File: src/rtl/if_fetch_unit_pkg.sv
// if_fetch_unit_pkg: shared constants, fetch state encoding and queue entry type
package if_fetch_unit_pkg;
  localparam int XLEN = 32;
  localparam logic [XLEN-1:0] INST_NOP = 32'h0000_0013;
  localparam logic [XLEN-1:0] DEF_RESET_PC = 32'h4000_0000;
  typedef enum logic {FS_BOOT = 1'b0, FS_RUN = 1'b1} fetch_state_e;
  typedef struct packed {
    logic [XLEN-1:0] inst;
    logic [XLEN-1:0] pc;
  } fetch_entry_t;
endpackage

File: src/rtl/if_fetch_unit_if.sv
// if_fetch_unit_if: instruction-memory, redirect and decode-handshake bundle
//   imem_en/imem_addr/imem_dout : synchronous imem read port (1-cycle latency)
//   redirect_valid/redirect_pc  : PC redirect from execute
//   out_valid/out_ready/out_inst/out_pc : fetched instruction stream to decode
//   master = fetch unit side, slave = environment side
interface if_fetch_unit_if #(parameter int IMEM_AW = 14);
  import if_fetch_unit_pkg::*;
  logic               imem_en;
  logic [IMEM_AW-1:0] imem_addr;
  logic [XLEN-1:0]    imem_dout;
  logic               redirect_valid;
  logic [XLEN-1:0]    redirect_pc;
  logic               out_valid;
  logic               out_ready;
  logic [XLEN-1:0]    out_inst;
  logic [XLEN-1:0]    out_pc;
  modport master (
    output imem_en, imem_addr, out_valid, out_inst, out_pc,
    input  imem_dout, redirect_valid, redirect_pc, out_ready
  );
  modport slave (
    input  imem_en, imem_addr, out_valid, out_inst, out_pc,
    output imem_dout, redirect_valid, redirect_pc, out_ready
  );
endinterface

File: src/rtl/if_fetch_unit_fetch_queue.sv
// fetch_queue: 2-entry FIFO of {inst,pc} with write, pop and synchronous flush
//   clk, rst_n     : clock, async active-low reset
//   flush          : empty the queue (wins over wr/pop)
//   wr/wdata       : enqueue an entry
//   pop            : dequeue the head
//   head           : current head entry (holds reset entry until first write)
//   count/full/empty : occupancy
module fetch_queue
  import if_fetch_unit_pkg::*;
#(
  parameter logic [XLEN-1:0] RESET_PC = DEF_RESET_PC
) (
  input  logic         clk,
  input  logic         rst_n,
  input  logic         flush,
  input  logic         wr,
  input  fetch_entry_t wdata,
  input  logic         pop,
  output fetch_entry_t head,
  output logic [1:0]   count,
  output logic         full,
  output logic         empty
);
  fetch_entry_t e0_q, e0_d, e1_q, e1_d;
  logic [1:0] cnt_q, cnt_d, slot;
  logic wr_ok, pop_ok;
  assign wr_ok = wr & ~flush;
  assign pop_ok = pop & ~flush;
  // slot the incoming entry lands in after this cycle's pop shifts the queue
  assign slot = cnt_q - {1'b0, pop_ok};
  always_comb begin
    cnt_d = flush ? 2'd0 : cnt_q + {1'b0, wr_ok} - {1'b0, pop_ok};
    e0_d = (pop_ok && cnt_q == 2'd2) ? e1_q : ((wr_ok && slot == 2'd0) ? wdata : e0_q);
    e1_d = (wr_ok && slot == 2'd1) ? wdata : e1_q;
  end
  always_ff @(posedge clk or negedge rst_n) begin
    if (!rst_n) begin
      cnt_q <= 2'd0;
      e0_q <= '{inst: INST_NOP, pc: RESET_PC};
      e1_q <= '{inst: INST_NOP, pc: RESET_PC};
    end else begin
      cnt_q <= cnt_d;
      e0_q <= e0_d;
      e1_q <= e1_d;
    end
  end
  assign head = e0_q;
  assign count = cnt_q;
  assign full = cnt_q == 2'd2;
  assign empty = cnt_q == 2'd0;
endmodule

File: src/rtl/if_fetch_unit.sv
// if_fetch_unit: instruction-fetch front end (PC, imem issue, 2-entry queue, redirect)
//   clk, rst_n : clock, async active-low reset
//   bus        : if_fetch_unit_if.master (imem port, redirect, decode handshake)
//   perf_fetch_cnt/perf_redirect_cnt/perf_stall_cnt : present only with FETCH_PERF_EN
module if_fetch_unit
  import if_fetch_unit_pkg::*;
#(
  parameter logic [XLEN-1:0] RESET_PC = DEF_RESET_PC,
  parameter int IMEM_AW = 14,
  parameter int BUF_DEPTH = 2
) (
  input  logic clk,
  input  logic rst_n,
  if_fetch_unit_if.master bus
`ifdef FETCH_PERF_EN
  ,
  output logic [XLEN-1:0] perf_fetch_cnt,
  output logic [XLEN-1:0] perf_redirect_cnt,
  output logic [XLEN-1:0] perf_stall_cnt
`endif
);
  fetch_state_e state_q, state_d;
  logic [XLEN-1:0] pc_q, pc_d, ipc_q, ipc_d, rpc, fetch_pc;
  logic inflight_q, inflight_d;
  logic run, redir, pop, issue, wr;
  logic [1:0] count;
  logic q_full, q_empty, unused_q_full;
  fetch_entry_t head;
  assign run = state_q == FS_RUN;
  assign redir = bus.redirect_valid & run;
  assign rpc = {bus.redirect_pc[XLEN-1:2], 2'b00};
  assign pop = bus.out_valid & bus.out_ready & ~bus.redirect_valid;
  // queued + in-flight after this cycle's pop must leave room for one more word
  assign issue = run & (redir | (({1'b0, count} + {2'b0, inflight_q}) < (3'(BUF_DEPTH) + {2'b0, pop})));
  assign fetch_pc = redir ? rpc : pc_q;
  // a redirect kills the response landing this cycle
  assign wr = inflight_q & ~redir;
  always_comb begin
    state_d = FS_RUN;
    pc_d = issue ? fetch_pc + 32'd4 : ((!run && bus.redirect_valid) ? rpc : pc_q);
    ipc_d = issue ? fetch_pc : ipc_q;
    inflight_d = issue;
  end
  always_ff @(posedge clk or negedge rst_n) begin
    if (!rst_n) begin
      state_q <= FS_BOOT;
      pc_q <= RESET_PC;
      ipc_q <= RESET_PC;
      inflight_q <= 1'b0;
    end else begin
      state_q <= state_d;
      pc_q <= pc_d;
      ipc_q <= ipc_d;
      inflight_q <= inflight_d;
    end
  end
  fetch_queue #(.RESET_PC(RESET_PC)) u_q (
    .clk(clk),
    .rst_n(rst_n),
    .flush(redir),
    .wr(wr),
    .wdata('{inst: bus.imem_dout, pc: ipc_q}),
    .pop(pop),
    .head(head),
    .count(count),
    .full(q_full),
    .empty(q_empty)
  );
  assign unused_q_full = q_full;
  assign bus.imem_en = issue;
  assign bus.imem_addr = fetch_pc[IMEM_AW+1:2];
  assign bus.out_valid = ~q_empty;
  assign bus.out_inst = head.inst;
  assign bus.out_pc = head.pc;
`ifdef FETCH_PERF_EN
  logic [XLEN-1:0] pf_q, pf_d, pr_q, pr_d, ps_q, ps_d;
  always_comb begin
    pf_d = pf_q + {31'd0, pop};
    pr_d = pr_q + {31'd0, redir};
    ps_d = ps_q + {31'd0, bus.out_valid & ~bus.out_ready};
  end
  always_ff @(posedge clk or negedge rst_n) begin
    if (!rst_n) begin
      pf_q <= '0;
      pr_q <= '0;
      ps_q <= '0;
    end else begin
      pf_q <= pf_d;
      pr_q <= pr_d;
      ps_q <= ps_d;
    end
  end
  assign perf_fetch_cnt = pf_q;
  assign perf_redirect_cnt = pr_q;
  assign perf_stall_cnt = ps_q;
`endif
endmodule

File: src/flat_wrapper.sv
// flat-port wrapper written by rule: the top's interface ports become plain ports
module if_fetch_unit_flat import if_fetch_unit_pkg::*;
#(
  parameter logic [XLEN-1:0] RESET_PC = DEF_RESET_PC,
  parameter int IMEM_AW = 14,
  parameter int BUF_DEPTH = 2
)
  (clk, rst_n, bus_imem_en, bus_imem_addr, bus_out_valid, bus_out_inst, bus_out_pc, bus_imem_dout, bus_redirect_valid, bus_redirect_pc, bus_out_ready);
  if_fetch_unit_if #(.IMEM_AW(IMEM_AW)) bus_i ();
  input  logic clk;
  input  logic rst_n;
  output wire logic [$bits(bus_i.imem_en)-1:0] bus_imem_en;
  output wire logic [$bits(bus_i.imem_addr)-1:0] bus_imem_addr;
  output wire logic [$bits(bus_i.out_valid)-1:0] bus_out_valid;
  output wire logic [$bits(bus_i.out_inst)-1:0] bus_out_inst;
  output wire logic [$bits(bus_i.out_pc)-1:0] bus_out_pc;
  input wire logic [$bits(bus_i.imem_dout)-1:0] bus_imem_dout;
  input wire logic [$bits(bus_i.redirect_valid)-1:0] bus_redirect_valid;
  input wire logic [$bits(bus_i.redirect_pc)-1:0] bus_redirect_pc;
  input wire logic [$bits(bus_i.out_ready)-1:0] bus_out_ready;
  assign bus_imem_en = bus_i.imem_en;
  assign bus_imem_addr = bus_i.imem_addr;
  assign bus_out_valid = bus_i.out_valid;
  assign bus_out_inst = bus_i.out_inst;
  assign bus_out_pc = bus_i.out_pc;
  assign bus_i.imem_dout = bus_imem_dout;
  assign bus_i.redirect_valid = bus_redirect_valid;
  assign bus_i.redirect_pc = bus_redirect_pc;
  assign bus_i.out_ready = bus_out_ready;
  if_fetch_unit #(.RESET_PC(RESET_PC), .IMEM_AW(IMEM_AW), .BUF_DEPTH(BUF_DEPTH)) u_core (.clk(clk), .rst_n(rst_n), .bus(bus_i));
endmodule
File: config.mk
export PLATFORM = sky130hd
export DESIGN_NAME = if_fetch_unit_flat
export DESIGN_NICKNAME = d
export VERILOG_FILES = /design/src/rtl/if_fetch_unit_pkg.sv /design/src/rtl/if_fetch_unit_if.sv /design/src/rtl/if_fetch_unit_fetch_queue.sv /design/src/rtl/if_fetch_unit.sv /design/src/flat_wrapper.sv
export SDC_FILE = /design/constraint.sdc
export NUM_CORES = 1
export LEC_CHECK = 0
export BUFFER_PORTS_ARGS = -buffer_cell sky130_fd_sc_hd__buf_4
export CORE_UTILIZATION = 52
export DETAILED_ROUTE_END_ITERATION = 7
export HOLD_SLACK_MARGIN = 0.12
export PLACE_DENSITY = 0.73
export SLEW_MARGIN = 20
export SYNTH_ARGS = -nofsm -noshare
export SYNTH_HDL_FRONTEND = slang
export SYNTH_SLANG_ARGS = --single-unit
export TNS_END_PERCENT = 30
File: constraint.sdc
create_clock -name clk -period 2.5 [get_ports clk]
set_input_delay 0.25 -clock clk [delete_from_list [all_inputs] [get_ports clk]]
set_output_delay 0.25 -clock clk [all_outputs]
set_load 0.005 [all_outputs]
-- Word level (Yosys, flattened, before mapping)
Cells that the tools add are included.
W data, S select, Z words.
- input port bits: 68
- logic and storage cells: 44
- flip-flop bits (word level): 196
- bitwise logic cells: 11
- add/subtract/negate cells: 6
- order comparisons: 1
- equal/unequal tests: 2
- multiplexer cells: 6
- reductions and logical operators: 9
- operators with widths (kind ; number):
    $mux W64 ; 2
    $mux W32 ; 3
    $add A32 B3 Y32 const B ; 1
    $and A1 B1 Y1 ; 7
    $logic_and A1 B1 Y1 ; 4
    $logic_not A2 Y1 ; 2
    $reduce_bool A2 Y1 ; 2
    $sub A2 B1 Y2 ; 2
    $add A2 B1 Y3 ; 1
    $add A2 B1 Y3 const A ; 1
    $lt A3 B3 Y1 ; 1
    $not A1 Y1 ; 3
    $add A2 B1 Y2 ; 1
    $eq A2 B1 Y1 const B ; 1
    $eq A2 B2 Y1 const B ; 1
    $mux W2 ; 1
    $logic_not A1 Y1 ; 1
    $or A1 B1 Y1 ; 1

-- Logic depth before layout (Yosys ltp)
Gate-level depths: netlist of the first run.
- depth after elaboration: 10
- gate-level depth with buffers: 14
- mapped depth without buffers: 9

-- Cells and area by module
Synthesis of the first run repeated with hierarchy kept, for this count alone.
- cell total of the unflattened synthesis: 974
- area, all modules: 10670.2 um2
- modules (own cells, without submodules) (module ; area each (um2) ; seq. area each (um2) ; times used ; cells each):
    fetch_queue ; 6002.0 ; 3263.1 ; 1 ; 365
    if_fetch_unit ; 4668.2 ; 1654.1 ; 1 ; 609

-- Least setup slack after synthesis of the first run
No wires, ideal clock.
- path type: register to register
- from: register u_core.state_q (netlist: u_core.run)
- to: register u_core.pc_q[30]
- data arrival time: 2.580 ns
- path slack: -0.169 ns
- buffers on the path: 4
- stages on the path, launching flop included: 14
- required time: 2.411 ns
- path through: dfrtp_1 > and2_4 > buf_6 > buf_12 > buf_6 > clkbuf_1 > nand2_1 > nand2_1 > ha_1 > nand3_2 > nor2_1 > nor4b_2 > a211oi_1 > a211oi_1
- cells in the longest elaborated chain, start to end: 4
- elaborated cells between the ends (all ways): 9
- classes of those cells: 1 x add/sub; 2 x mux; 3 x bitwise; 3 x reduce/logical
- RTL lines (element ; line ; RTL):
    from (decl) ; if_fetch_unit.sv:22 ; fetch_state_e state_q, state_d;
    from (signal assigned) ; if_fetch_unit.sv:51 ; state_q <= state_d;
    $and A1 B1 Y1 ; if_fetch_unit.sv:30 ; assign redir = bus.redirect_valid & run;
    $mux W32 ; if_fetch_unit.sv:35 ; assign fetch_pc = redir ? rpc : pc_q;
    via u_core.fetch_pc[3] ; if_fetch_unit.sv:23 ; logic [XLEN-1:0] pc_q, pc_d, ipc_q, ipc_d, rpc, fetch_pc;
    $add A32 B3 Y32 ; if_fetch_unit.sv:40 ; pc_d = issue ? fetch_pc + 32'd4 : ((!run && bus.redirect_valid) ? rpc : pc_q);
    $mux W32 ; if_fetch_unit.sv:40 ;
    to (signal assigned) ; if_fetch_unit.sv:52 ; pc_q <= pc_d;
    to (decl) ; if_fetch_unit.sv:23 ;
The timed path passes the listed nets, and every way through them passes these cells.
A chain may end at the register's enable or synchronous reset.

-- Worst setup path in the final report of the first run
- from: register u_core.u_q.cnt_q[0] (netlist: u_core.u_q.count[0])
- to: output port bus_imem_en
- cells in the longest elaborated chain, start to end: 8
- elaborated cells between the ends (all ways): 9
- classes of those cells: 2 x add/sub; 1 x order compare; 5 x bitwise; 1 x reduce/logical
- RTL lines (element ; line ; RTL):
    from (decl) ; if_fetch_unit_fetch_queue.sv:25 ; logic [1:0] cnt_q, cnt_d, slot;
    from (signal assigned) ; if_fetch_unit_fetch_queue.sv:42 ; cnt_q <= cnt_d;
    $logic_not A2 Y1 ; if_fetch_unit_fetch_queue.sv:50 ; assign empty = cnt_q == 2'd0;
    $not A1 Y1 ; if_fetch_unit.sv:72 ; assign bus.out_valid = ~q_empty;
    $and A1 B1 Y1 (2 in a row) ; if_fetch_unit.sv:32 ; assign pop = bus.out_valid & bus.out_ready & ~bus.redirect_valid;
    $add A2 B1 Y3 ; if_fetch_unit.sv:34 ; assign issue = run & (redir | (({1'b0, count} + {2'b0, inflight_q}) < (3'(BUF_DEPTH) + {2'b0, pop})));
    $lt A3 B3 Y1 (*) ; if_fetch_unit.sv:34 ;
    $or A1 B1 Y1 (*) ; if_fetch_unit.sv:34 ;
    $and A1 B1 Y1 (*) ; if_fetch_unit.sv:34 ;
    to (decl) ; flat_wrapper.sv:12 ; output wire logic [$bits(bus_i.imem_en)-1:0] bus_imem_en;
Mark *: on every way between the ends. The rest lies on a longest branch, timed or not.

==> results of run 1 <==
timing repair:
action,4_1_cts,5_1_grt
resized for setup,0,6
pin swaps,1,1
hold buffers,40,0
hold endpoints to repair,133,0
endpoints found under the setup margin,1,6
buffers inserted,1,0
cloned,0,0
worst max-delay path: stages, from the launching register on:
cell      delay (ps)
dfrtp_1          440
ha_1             320
o31ai_2          310
nand3b_1         140
nand2_1          130
buf_12           180
buf_4            130
layer usage:
metal | share of wire (%) | vias to the layer above
li1 | - | 3807
met4 | 1.8 | 0
met5 | 0 | -
met1 | 47 | 3817
met3 | 4.7 | 33
met2 | 47 | 241
per-stage QoR:
step	setup slack, ps	hold WS [ps]	utilization (%)	power, mW
after floorplan	-15.4	-45.6	-	8.32
after global placement	191	363	61.8	10.2
after detailed placement	79.4	368	61.8	10.5
after CTS	58.9	122	67.2	13.4
after global routing	13.6	125	67.3	14.2
final	157	135	67.3	13.3
synthesized netlist by cell type (all sizes together), types with 3 or more instances:
master,instances
dfrtp,186
mux2,72
ha,5
a31oi,24
a21oi,90
nand2b,19
xor2,18
nor3,12
nor2,102
nor4,3
o21ai,34
or2,4
nand4,23
a311oi,4
clkbuf,27
a211oi,23
and2,9
buf,49
nand3,19
and3,8
a32o,6
nand2,108
dfstp,10
nor2b,3
mux2i,76
nor3b,5
inv,11
how the worst max path moves through the flow:
stage / from / endpoint / slack (ps) / cells past startpoint
after floorplan: u_core.run / u_core.pc_q[26] / -20 / 13
after global placement: bus_redirect_valid / u_core.pc_q[24] / 190 / 11
after detailed placement: bus_redirect_valid / u_core.pc_q[20] / 80 / 10
after CTS: u_core.u_q.count[0] / bus_imem_en / 60 / 6
after global routing: u_core.u_q.count[0] / bus_imem_en / 10 / 6
final: u_core.u_q.count[0] / bus_imem_en / 160 / 6
state kept, by name (all words and copies together) (netlist names):
signal and count:
u_core.u_q.head 64, u_core.u_q.count 2, u_core.inflight_q 1, u_core.u_q.e1_q 64, u_core.pc_q 32, u_core.run 1, u_core.ipc_q 32
logic make-up after synthesis:
family,count (synthesis),synth area share [%]
AO/OA/AOI/OAI,195,12.2
XOR/XNOR,20,1.75
adder cells (fa/ha/maj),5,0.626
buffers and inverters,87,4.56
flip-flops,196,49.2
multiplexers,148,15.8
other,1,0.0375
AND/OR/NAND/NOR,321,15.8
where the power goes:
part	internal, mW	switching, mW	total, mW
clock network	1.53	1.32	2.85
logic	2.63	2.43	5.06
registers	4.59	0.840	5.43
layout by cell type, fill, tap and decap left out, types with 6 or more instances in the layout:
cell type / n
o21ai_1: 9
a211oi_1: 22
nor3_1: 8
buf_4: 188
mux2i_1: 75
and2_1: 7
nand2_1: 107
buf_12: 13
clkbuf_16: 17
mux2_2: 72
a32o_1: 6
inv_1: 11
o21ai_0: 16
xor2_1: 18
nand4_1: 21
dfrtp_1: 185
dfstp_2: 10
a31oi_1: 24
nand2b_1: 19
a21oi_1: 90
dlygate4sd3_1: 40
nor2_1: 101
nand3_1: 17
and3_1: 8
cell type report:
type / instances / share of cell area [%]
flip-flops and latches: 196 / 38.9
multi-input cells: 690 / 37.1
repair buffers: 242 / 16.5
clock buffers: 17 / 3.37
well taps: 234 / 2.32
clock inverters: 15 / 1.51
inverters: 11 / 0.327
==> qor.json, run 1 <==
{
  "gp_congestion": 0.857,
  "clock_insertion_delay_at_the_later_pin_of_the_skew_report_ps": 440,
  "drt-initial-drc-count": 492,
  "placedCellCount": 1332,
  "synth_enable_flop_cells": 0,
  "grt.met1_usage_pct": 35.0,
  "detailroute.via_count": 7898,
  "pwr_cell_area_nw_per_um2": 1060,
  "postPlaceCellArea_um2": 11600,
  "total_number_of_nets_in_the_final_design": 1231,
  "finalWirelength_mm": 23.9,
  "die_x_um": 141,
  "drt_pre_antenna_iters": 5,
  "share_of_the_cycle_needed_by_the_critical_path_after_routing_pct": 93.7,
  "ios": 148,
  "area.growth.synth_to_final_pct": 26.5,
  "cp.required_ps": 2250,
  "data_arrival_time_of_the_critical_path_ps": 2090,
  "final.min_clock_period_ps": 2340,
  "core_area_um2": 18800,
  "yosys_most_used_dff": "dfrtp_1",
  "vias_per_cell": 5.62,
  "post_drt_wl_per_cell_um": 17.0,
  "tritoncts_num_sinks": 196,
  "floorplan.die_area_um2": 19800,
  "cts-htree-levels": 4,
  "synth.cell_area_um2": 9990,
  "placement_rows": 50,
  "fin_area_um2": 12600,
  "diodes": 0,
  "pin_count_of_the_biggest_net_entering_global_routing": 88,
  "drc": 0,
  "critPathMaxFanout": 24,
  "synthDominantCellAreaShare_pct": 46.6,
  "number_of_cells_produced_by_synthesis": 973,
  "cts.path.max_buffers": 2,
  "worst_pin_slew_ps": 803,
  "cts.root.buffer_cell": "clkbuf_16",
  "number_of_setup_violations_in_the_final_report": 0,
  "gr-max-usage-layer": "met2",
  "synth_fp_nets": 1046,
  "floorplan.initialDensity_pct": 53.2,
  "cp-start-kind": "flop",
  "worstReg2RegEnd": "u_core.pc_q[19]",
  "leakage_component_of_the_power_nw": 5.48,
  "stdcell_count": 1405,
  "total_number_of_yosys_warnings": 0,
  "multi_input_area_um2": 4680,
  "fillCellCount": 1471,
  "vdd.ir_drop.worst_mv": 0.627,
  "ys_seq_area_share_pct": 49.2,
  "criticalPathCategory": "flop to output pin",
  "layout-drive-gt1-share_pct": 30.3,
  "ys_ff_latch": 196,
  "timing.final.max_slew_violations": 0,
  "synth_cell_types": 61,
  "worst_r2r_path_depth": 9,
  "groute.layer.met3.usage_pct": 3.43,
  "fin_setup_tns_ps": 0,
  "synthesis.area_per_instance_um2": 10.3,
  "global_route.usage.met2_pct": 39.6,
  "numPortBuffers": 145,
  "clock_skew_ps": 12.6,
  "crit-reg2reg-launch": "u_core.run",
  "worst_hold_path.endpoint": "u_core.ipc_q[31]",
  "timing.max_cap.violations": 0,
  "hold_path_depth": 3,
  "layout.area.seq_um2": 4920,
  "globalRoute.totalOverflow": 0,
  "netlist_top_cells_area": "dfrtp_1 47%, mux2_2 8.1%, mux2i_1 7.5%",
  "via_count_of_the_first_global_routing_pass": 7706,
  "wire_length_of_the_first_global_routing_pass_mm": 39.0,
  "async_flop_share_pct": 100,
  "timing.fmax_mhz": 427,
  "worst_reg2reg_setup_slack_ps": 180,
  "largest_area_contributor_in_the_synthesized_netlist": "dfrtp_1",
  "cts_tree": "yes",
  "route.antenna.remaining_nets": 0,
  "worst_slew_margin_rel_pct": 46.3,
  "chipHeight_um": 141,
  "worst_hold_startpoint": "bus_redirect_pc[31]",
  "grt_setup_unrepaired": "false",
  "hold_path_class": "input port to flop",
  "cp_endpoint_kind": "output pin",
  "hold_viol": 0,
  "number_of_antenna_violations_at_the_first_check_in_global_routing": 0,
  "clock_edge_transition_at_the_registers_on_the_reported_setup_and_hold_paths_ps": 80,
  "outcome": "finished, final reports clean",
  "tritoncts.num_buffers": 17,
  "dpl.hpwl_mm": 16.1,
  "total_routing_resource_utilization_after_global_routing_pct": 24.9
}
Note: power is estimated with default switching activity, not from simulation.
==> run 2, diff against run 1 <==
--- a/config.mk
+++ b/config.mk
@@ -5,7 +5,9 @@
 export SDC_FILE = /design/constraint.sdc
 export NUM_CORES = 1
 export LEC_CHECK = 0
+export ABC_AREA = 1
 export BUFFER_PORTS_ARGS = -buffer_cell sky130_fd_sc_hd__buf_4
+export CORE_MARGIN = 2
 export CORE_UTILIZATION = 52
 export DETAILED_ROUTE_END_ITERATION = 7
 export HOLD_SLACK_MARGIN = 0.12
==> run 2 against run 1 <==
Count of clock-buffer cells in the layout is 2 higher. Synthesized area decreased by 1.8%. Critical path depth increased by 1. Largest cell class unchanged. Largest power group is now combinational logic.
==> qor.json, run 2 <==
{
  "synth.cell_area": {"value": 9810, "unit": "um2", "change": "-1.8%"},
  "tritoncts.num_buffers": {"value": 17, "change": "unchanged"},
  "area.growth.synth_to_final_pct": 22.0,
  "cts-htree-levels": {"value": 4, "change": "unchanged"},
  "data_arrival_time_of_the_critical_path": {"value": 2110, "unit": "ps", "change": "+20 ps"},
  "drt_pre_antenna_iters": {"value": 5, "change": "unchanged"},
  "floorplan.die_area": {"value": 20000, "unit": "um2", "change": "+1.1%"},
  "worst_slew_margin_rel": {"value": 51.8, "unit": "%", "change": "+5.5 points"},
  "layout.cells.most_common_list": "347 x nand2_1, 186 x dfrtp_1, 157 x buf_4",
  "cp-start-kind": "flop",
  "synthMostInstantiatedCell": "nand2_1",
  "gp_congestion": {"value": 0.944, "change": "+10%"},
  "synth_fp_nets": {"value": 1229, "change": "+17%"},
  "placement_rows": {"value": 50, "change": "unchanged"},
  "critPathMaxFanout": {"value": 22, "change": "-8.3%"},
  "worst_pin_slew": {"value": 724, "unit": "ps", "change": "-79.6 ps"},
  "final.min_clock_period": {"value": 2360, "unit": "ps", "change": "+19.5 ps"},
  "globalRoute.totalOverflow": {"value": 0, "change": "unchanged"},
  "pin_count_of_the_biggest_net_entering_global_routing": {"value": 68, "change": "-23%"},
  "finalWirelength": {"value": 24.0, "unit": "mm", "change": "+0.33%"},
  "timing.final.max_slew_violations": {"value": 0, "change": "unchanged"},
  "wire_length_of_the_first_global_routing_pass": {"value": 39.4, "unit": "mm", "change": "+0.87%"},
  "number_of_cells_produced_by_synthesis": {"value": 1156, "change": "+19%"},
  "number_of_setup_violations_in_the_final_report": {"value": 0, "change": "unchanged"},
  "cp_endpoint_kind": "output pin",
  "pwr_cell_area": {"value": 1210, "unit": "nW/um2", "change": "+15%"},
  "clock_insertion_delay_at_the_later_pin_of_the_skew_report": {"value": 430, "unit": "ps", "change": "about the same"},
  "largest_area_contributor_in_the_synthesized_netlist": "dfrtp_1",
  "hold_viol": {"value": 0, "change": "unchanged"},
  "number_of_antenna_violations_at_the_first_check_in_global_routing": {"value": 0, "change": "unchanged"},
  "vdd.ir_drop.worst": {"value": 0.609, "unit": "mV", "change": "-2.8%"},
  "floorplan.initialDensity": {"value": 52.6, "unit": "%", "change": "-0.59 points"},
  "crit-reg2reg-launch": "u_core.run",
  "synthDominantCellAreaShare": {"value": 47.4, "unit": "%", "change": "+0.84 points"},
  "layout-drive-gt1-share": {"value": 22.1, "unit": "%", "change": "-8.2 points"},
  "drt-initial-drc-count": {"value": 502, "change": "+2.0%"},
  "cts.root.buffer_cell": "clkbuf_16",
  "placedCellCount": {"value": 1478, "change": "+11%"},
  "outcome": "finished, final reports clean",
  "worst_reg2reg_setup_slack": {"value": 270, "unit": "ps", "change": "+90 ps"},
  "cts.path.max_buffers": {"value": 2, "change": "unchanged"},
  "async_flop_share": {"value": 100, "unit": "%", "change": "unchanged"},
  "clock_edge_transition_at_the_registers_on_the_reported_setup_and_hold_paths": {"value": 70, "unit": "ps", "change": "about the same"},
  "slowest_stage": "dfrtp_1",
  "synthesis.area_per_instance": {"value": 8.49, "unit": "um2", "change": "-17%"},
  "most_common_cell_after_layout_fill_and_taps_aside": "nand2_1",
  "hold_path_class": "input port to flop",
  "leakage_component_of_the_power": {"value": 5.77, "unit": "nW", "change": "+5.3%"},
  "drc": {"value": 0, "change": "unchanged"},
  "tritoncts_num_sinks": {"value": 196, "change": "unchanged"},
  "worst_hold_path.endpoint": "u_core.pc_q[3]",
  "total_number_of_yosys_warnings": {"value": 0, "change": "unchanged"},
  "total_routing_resource_utilization_after_global_routing": {"value": 24.6, "unit": "%", "change": "-0.28 points"},
  "clock_skew": {"value": 12.3, "unit": "ps", "change": "-0.292 ps"},
  "worstReg2RegEnd": "u_core.pc_q[12]",
  "max_stage_delay": {"value": 450, "unit": "ps", "change": "about the same"},
  "synth_top_cells_by_count": "348 x nand2_1, 186 x dfrtp_1, 150 x nor2_1",
  "worst_r2r_path_depth": {"value": 10, "change": "+1"},
  "post_drt_wl_per_cell": {"value": 15.5, "unit": "um", "change": "-8.6%"},
  "route.antenna.remaining_nets": {"value": 0, "change": "unchanged"},
  "stdcell_count": {"value": 1543, "change": "+9.8%"},
  "worst_hold_startpoint": "bus_redirect_pc[3]",
  "via_count_of_the_first_global_routing_pass": {"value": 7852, "change": "+1.9%"},
  "synth_enable_flop_cells": {"value": 0, "change": "unchanged"},
  "cts_tree": "yes",
  "ys_seq_area_share": {"value": 50.1, "unit": "%", "change": "+0.88 points"},
  "dpl.hpwl": {"value": 15.7, "unit": "mm", "change": "-2.3%"},
  "netlist_top_cells_area": "dfrtp_1 47%, nand2_1 13%, mux2_4 6.4%",
  "ys_ff_latch": {"value": 196, "change": "unchanged"},
  "diodes": {"value": 0, "change": "unchanged"},
  "vias_per_cell": {"value": 5.28, "change": "-6.2%"},
  "worstPathCellList": "ha_1 > ha_1 > nand2_1 > nand2_1 > nand2_2 > buf_6 > buf_4",
  "ios": {"value": 148, "change": "unchanged"},
  "criticalPathCategory": "flop to output pin",
  "cp.required": {"value": 2250, "unit": "ps", "change": "about the same"},
  "total_number_of_nets_in_the_final_design": {"value": 1369, "change": "+11%"},
  "cts_post_setup_buffers_inserted": {"value": 0, "change": "-1"},
  "synth_cell_types": {"value": 34, "change": "-44%"},
  "timing.fmax": {"value": 423, "unit": "MHz", "change": "-0.83%"},
  "chipHeight": {"value": 141, "unit": "um", "change": "+0.55%"},
  "numPortBuffers": {"value": 145, "change": "unchanged"},
  "share_of_the_cycle_needed_by_the_critical_path_after_routing": {"value": 94.5, "unit": "%", "change": "+0.78 points"},
  "fin_setup_tns": {"value": 0, "unit": "ps", "change": "unchanged"},
  "detailroute.via_count": {"value": 8140, "change": "+3.1%"},
  "path_buf_inv": {"value": 2, "change": "unchanged"},
  "worst_path_dominant_cell_family": "adder cells",
  "core_area": {"value": 18600, "unit": "um2", "change": "-0.67%"},
  "timing.max_cap.violations": {"value": 0, "change": "unchanged"},
  "grt_setup_unrepaired": "false",
  "hold_path_depth": {"value": 3, "change": "unchanged"},
  "yosys_most_used_dff": "dfrtp_1",
  "die_x": {"value": 141, "unit": "um", "change": "+0.55%"}
}
## run 2: cell type report
type,count,area [um2]
Inverter,65,244
Clock buffer,19,453
Sequential cell,196,4920
Multi-Input combinational cell,815,4190
Tap cell,234,293
Fill cell,1534,6670
Clock inverter,13,169
Timing Repair Buffer,201,1710
## run 2: kinds of logic after synthesis
kind of cell	after synthesis	share of synthesized area (%)
buf+inv	145	7.69
mux	42	6.43
simple gates	590	24.6
other cells	1	0.0382
xor+xnor	6	0.535
fa+ha+maj	5	0.637
compound gates	171	9.99
flops	196	50.1
## run 2: worst min-delay path: stages
cell	delay, ps
buf_4	80
o21ai_0	70
a21oi_1	130
## run 2: layer usage
metal / vias up / GRT usage (%) / share of wire, %
li1: 4017 / - / -
met1: 3849 / 35.7 / 46
met2: 255 / 39.0 / 47
met3: 19 / 3.68 / 6.1
met4: 0 / 6.68 / 0.88
met5: - / 0 / 0
## run 2: timing repair
action | in CTS | in global routing
gates cloned | 0 | 0
pin swaps | 0 | 0
resized for setup | 1 | 2
hold buffers | 33 | 0
endpoints found under the hold margin | 126 | 0
endpoints found under the setup margin | 1 | 1
## run 2: worst max-delay path by stage
stage	slack, ps	start	end	cells after the start
2_1_floorplan	500	u_core.run	u_core.pc_q[24]	16
3_3_place_gp	340	u_core.run	u_core.u_q.head[16]	7
3_5_place_dp	280	u_core.run	u_core.u_q.head[7]	7
4_1_cts	50	u_core.u_q.count[0]	bus_imem_en	7
5_1_grt	40	u_core.u_q.count[0]	bus_imem_en	7
6_report	140	u_core.u_q.count[0]	bus_imem_en	7
## run 2: report_power, final
part	total (mW)	leakage, nW	internal [mW]	switching, mW
Clock	2.88	0.299	1.65	1.23
Combinational	5.99	3.16	2.83	3.16
Sequential	5.66	2.31	4.77	0.895
## run 2: stage by stage
step	instance area [um2]	setup slack [ps]	hold slack, ps	utilization, %	total power [mW]
final	12000	137	153	64.2	14.5
after floorplan	9810	503	-45.6	-	9.46
after global placement	11000	344	286	59.1	11.4
after global routing	12000	35.3	169	64.2	15.6
after detailed placement	11000	282	288	59.1	11.6
after CTS	12000	54.8	137	64.2	14.6
